$ cat src/rtl/fwd_mux_hold.sv
`timescale 1ns/1ps
// fwd_mux_hold: N-way operand-forwarding select at the ID/EX boundary.
// The selected source is registered into q every cycle. On stall entry
// the selected operand is captured so it survives after its producer
// has moved down the pipeline. Flush turns the stage into a bubble.
module fwd_mux_hold #(
    parameter int WIDTH = 32,
    parameter int N     = 4,
    localparam int SW   = (N > 1) ? $clog2(N) : 1
) (
    input  logic               clk,
    input  logic               resetn,
    input  logic [N*WIDTH-1:0] d,
    input  logic [SW-1:0]      s,
    input  logic               stall,
    input  logic               flush,
    output logic [WIDTH-1:0]   y,
    output logic [WIDTH-1:0]   q,
    output logic               hold_valid
);

    typedef enum logic {
        ST_PASS = 1'b0,
        ST_HOLD = 1'b1
    } state_t;

    state_t           r_state;
    logic [WIDTH-1:0] r_q;
    logic [WIDTH-1:0] r_held;
    logic [WIDTH-1:0] w_sel;

    // Binary-select one source; codes beyond N-1 fall back to source 0.
    always_comb begin
        w_sel = d[WIDTH-1:0];
        for (int k = 1; k < N; k++) begin
            if (s == SW'(k)) begin
                w_sel = d[k*WIDTH +: WIDTH];
            end
        end
    end

    // While holding, the captured operand replaces the live mux output.
    always_comb begin
        y = (r_state == ST_HOLD) ? r_held : w_sel;
    end

    assign q          = r_q;
    assign hold_valid = (r_state == ST_HOLD);

    // Stage register and stall-hold FSM; flush beats stall beats advance.
    always_ff @(posedge clk or negedge resetn) begin
        if (!resetn) begin
            r_state <= ST_PASS;
            r_q     <= '0;
            r_held  <= '0;
        end else begin
            case (r_state)
                ST_PASS: begin
                    if (flush) begin
                        r_q <= '0;
                    end else if (stall) begin
                        r_held  <= w_sel;
                        r_state <= ST_HOLD;
                    end else begin
                        r_q <= w_sel;
                    end
                end
                ST_HOLD: begin
                    if (flush) begin
                        r_q     <= '0;
                        r_held  <= '0;
                        r_state <= ST_PASS;
                    end else if (!stall) begin
                        r_q     <= r_held;
                        r_state <= ST_PASS;
                    end
                end
                default: begin
                    r_state <= ST_PASS;
                end
            endcase
        end
    end

endmodule

$ cat config.mk
export PLATFORM = sky130hd
export DESIGN_NAME = fwd_mux_hold
export DESIGN_NICKNAME = d
export VERILOG_FILES = /design/src/rtl/fwd_mux_hold.sv
export SDC_FILE = /design/constraint.sdc
export NUM_CORES = 1
export LEC_CHECK = 0
export BUFFER_PORTS_ARGS = -buffer_cell sky130_fd_sc_hd__clkbuf_2
export CAP_MARGIN = 40
export CORE_ASPECT_RATIO = 0.6
export CORE_UTILIZATION = 49
export CTS_BUF_LIST = sky130_fd_sc_hd__clkbuf_4 sky130_fd_sc_hd__clkbuf_8
export DETAILED_ROUTE_END_ITERATION = 16
export GPL_TIMING_DRIVEN = 0
export PLACE_DENSITY = 0.83
export REMOVE_ABC_BUFFERS = 1
export SETUP_SLACK_MARGIN = 0.4
export SYNTH_ARGS = -nofsm -noshare
export SYNTH_HDL_FRONTEND = slang
export SYNTH_SLANG_ARGS = --single-unit
$ cat constraint.sdc
create_clock -name clk -period 1.57 [get_ports clk]
set_input_delay 0.314 -clock clk [delete_from_list [all_inputs] [get_ports clk]]
set_output_delay 0.314 -clock clk [all_outputs]
set_load 0.02 [all_outputs]
== After elaboration in Yosys (flattened, before gate mapping) ==
Index checks and enable logic that the tools add are counted.
Storage, ports and cells
  flip-flop bits (word level): 65
  input port bits: 134
  output and inout port bits: 65
  logic and storage cells: 29
Operators by class
  equality and inequality tests: 8
  muxes and demuxes: 15
  bitwise operators: 1
  reductions and logical operators: 2
Operators with widths (number)
  $mux 32: 11
  $pmux 32 s2: 2
  $ne 2x2->1 const B: 3
  $ne 3x3->1 const B: 2
  $eq 2x2->1 const B: 2
  $reduce_and 3->1: 1
  $eq 2x1->1 const B: 1
  $mux 1: 2
  $reduce_and 2->1: 1
  $not 1->1: 1

== Logic depth before layout (Yosys ltp) ==
  depth after elaboration: 7
  depth in mapped cells: 5

== Worst setup path after synthesis ==
OpenSTA, ideal clock, no wires.
  path kind: register to output
  start point: register r_state, in the netlist hold_valid
  end point: output port y[10]
  arrival: 1.423 ns
  required time: 1.256 ns
  slack: -0.167 ns
  stages on the path, launching flop included: 6
  path buffers: 3
  path through: dfrtp_1 buf_2 buf_2 clkbuf_1 nand2_1 nand2_1
On the way
  longest elaborated chain between the ends: 1
Ends and longest elaborated chain
  from (decl): RTL line 27  | state_t r_state;
  from (signal assigned): RTL line 53  | r_state <= ST_PASS;
  from (signal assigned): RTL line 63  | r_state <= ST_HOLD;
  from (signal assigned): RTL line 72  | r_state <= ST_PASS;
  $mux 32: RTL line 44  | y = (r_state == ST_HOLD) ? r_held : w_sel;
  to (decl): RTL line 17  | output logic [WIDTH-1:0] y,
Every way passes these cells.

== Final worst setup path ==
  start point: register r_state, in the netlist hold_valid
  end point: output port y[23]
Same word-level chain as after synthesis.

==> results.txt <==
Status -> complete, but fails checks
Failing checks -> setup timing
Num rows -> 25
Via/cell ratio -> 5.616
Initial antenna violation count -> 0
Clock Tree Buf Depth -> 2
HPWL Detailed -> 8.024 mm
Initial drt markers -> 235
Max Fclk -> 0.4753 GHz
Layout cell share with drive strength beyond 1 -> 48.52%
DIE HEIGHT -> 74.24 um
Hold WC Path Type -> primary input to asynchronous set/reset pin
Post-synthesis sequential area ratio -> 38.17%
Initial Util -> 52.40%
IO Pins -> 199
Antenna fix cells -> 0
Gp weighted congestion -> 0.7447
Filler instances -> 411
Syn_area_per_cell -> 10.05 um^2
Main combinational cell family by area after synthesis -> multiplexers
Least-Margin Pin Slew -> 581.2 ps
CTS tree -> built
Post-synthesis mux area share -> 22.87%
CP required -> 1260 ps
Final period util -> 134.0%
Total GRT Usage -> 29.87%
Critical path peak fanout -> 16
Final setup skew -> 11.52 ps
Max_cap viols -> 0
Final hold viol count -> 0
Crit path max-delay cell type -> dfrtp_4
Leakage power -> 3.655 nW
Detailed-route via count -> 4,403
Worst setup margin -> -533.9 ps
Total grt overflow -> 0
Number of distinct library cells after synthesis -> 18
RSZ-0062 raised after global routing -> yes
WP depth -> 5
CTS buffer count -> 9
Root Driver -> clkbuf_8
Antenna Nets Post-Route -> 0
Vias in the first global route -> 4,235
Core Util, Final -> 83.95%
Max VDD drop -> 0.9676 mV
First-pass GRT wire length -> 20.35 mm
CP startpoint kind -> flop
Post-Synth Adder-Cell Area -> 0%
Clock sink count -> 65
Worst slack, placed -> -929.1 ps
Layout area overhead -> 60.22%
Clk_lat worst skew -> 340 ps
Syn Inst Count -> 424
Worst-path clk slew -> 80 ps
Post-route minimum period -> 2104 ps
Final #Nets -> 805
Setup crit end kind -> primary output
Buf+Inv Stages, Crit Path -> 2
I/O Buffers -> 198
Design area -> 6828 um^2
XOR/XNOR Fraction of Synth Area -> 0%
Slew Limit Fails -> 0
Worst relative slew slack -> 61.25%
DRT Pass-1 Iters -> 5
Endpoints failing setup -> 95
Post-synthesis simple-gate area fraction -> 6.078%
Synth Area in Compound Gates -> 21.46%
Crit path max-delay family -> flip-flops
CP cell instances -> or2_4 > buf_12 > o22a_1 > nand2_1 > clkbuf_8
Pwr dens -> 854.8 nW/um^2
Hold_ws -> 488.7 ps
Synth warn -> 0
Crit path DAT -> 1790 ps
Mapped cell area -> 4262 um^2
Core Box Area -> 8133 um^2
Post-DP Area -> 5296 um^2
Routed length per placed instance -> 18.85 um
Crit-path max cell delay -> 530 ps
R2R cell count -> 6
H-tree levels -> 3
Drc violations -> 0
Seq cells post-synth -> 65
Final WL -> 14.78 mm
Die W -> 122.4 um
Crit Path Category -> flop to primary output
Die area -> 9086 um^2
Largest net degree at the start of global routing -> 66
logic make-up (layout without fill, tap and decap cells):
| logic type | count (synthesis) | count (layout) |
|---|---|---|
| buffers and inverters | 99 | 351 |
| muxes | 97 | 97 |
| AOI/OAI and AO/OA | 96 | 96 |
| and+or+nand+nor | 67 | 67 |
| DFF | 65 | 65 |
worst reg2reg max path, delay by kind of cell (launching register included):
kind / cells / cell delay (ps)
buf+inv: 4 / 770
mux: 2 / 490
flops: 1 / 470
area by class of cell:
| type | instances | area, um^2 | share of cell area [%] |
|---|---|---|---|
| Clock buffer | 12 | 146.4 | 2.144 |
| Multi-Input combinational cell | 260 | 2218 | 32.49 |
| Sequential cell | 65 | 1630 | 23.88 |
| Tap cell | 108 | 135.1 | 1.979 |
| Inverter | 64 | 240.2 | 3.518 |
| Timing Repair Buffer | 271 | 2412 | 35.33 |
| Clock inverter | 4 | 45.04 | 0.6597 |
routing by layer:
layer,global-route usage (%),vias to the layer above,part of all wire (%)
li1,-,1974,-
met1,34.99,2162,40
met2,54.68,236,51
met3,7.515,31,7.5
met4,9.079,0,1.7
met5,0,-,0
synthesized netlist by cell type:
cell | number | area (um^2)
or2_1 | 1 | 6.260
a221oi_1 | 1 | 8.760
dfrtp_1 | 65 | 1627
mux2i_1 | 96 | 960.9
nor2b_1 | 1 | 6.260
buf_2 | 8 | 40.04
inv_1 | 64 | 240.2
a221oi_2 | 31 | 465.5
buf_1 | 1 | 3.750
a21oi_1 | 32 | 160.2
mux2i_2 | 1 | 13.76
buf_4 | 1 | 7.510
nand2_1 | 64 | 240.2
buf_6 | 12 | 135.1
clkbuf_1 | 12 | 45.04
nand2b_1 | 1 | 6.260
o22a_1 | 32 | 280.3
buf_8 | 1 | 15.01
cell usage in the layout, fill, tap and decap left out:
| cell | instances |
|---|---|
| clkbuf_2 | 130 |
| mux2i_1 | 95 |
| clkbuf_8 | 66 |
| inv_1 | 64 |
| dfrtp_1 | 64 |
| nand2_1 | 61 |
| buf_4 | 42 |
| a21oi_1 | 32 |
| a221oi_2 | 31 |
| o22a_1 | 30 |
| buf_6 | 21 |
| buf_12 | 9 |
| buf_8 | 5 |
| clkbuf_4 | 4 |
| clkinv_2 | 3 |
| bufbuf_16 | 3 |
| o22a_4 | 2 |
| nand2_2 | 2 |
| buf_16 | 2 |
| nand2b_4 | 1 |
| or2_4 | 1 |
| nand2_4 | 1 |
| nor2b_1 | 1 |
| mux2i_4 | 1 |
| mux2i_2 | 1 |
| a221oi_4 | 1 |
| bufinv_16 | 1 |
| dlygate4sd3_1 | 1 |
| dfrtp_4 | 1 |
final timing paths:
kind,from,to,slack (ps)
max,hold_valid,y[23],-530
min reg2reg,r_held[4],r_held[4],550
min in group clk,d[93],q[29],500
max reg2reg,hold_valid,r_held[30],-260
max in group asynchronous,resetn,hold_valid,520
min,resetn,r_held[11],490
metrics by stage:
stage               setup TNS, ps  instances  total power, W
finish                     -21940        784        0.005837
global placement          -244900        695        0.003595
floorplan                 -136630        389        0.003007
CTS                        -16890        766        0.005604
detailed placement         -69240        702        0.003685
global route               -26210        784        0.006074
repair_timing:
| action | 4_1_cts | 5_1_grt |
|---|---|---|
| setup endpoints to repair | 129 | 129 |
| resized for setup | 138 | 37 |
| endpoints found under the hold margin | 26 | 0 |
| hold buffers | 1 | 0 |
| pin swaps | 2 | 5 |
| setup buffers | 43 | 18 |
| gates cloned | 4 | 0 |
flip-flops by register name (all words and copies together) (netlist names):
name,count
hold_valid,1
r_held,32
q,32
where the power goes:
part	internal, W	total, W	switching, W
Combinational	0.00119	0.00229	0.00110
Sequential	0.00192	0.00213	0.000214
Clock	0.000780	0.00142	0.000638
Total	0.00389	0.00584	0.00195
Note: power is estimated with default switching activity, not from simulation.
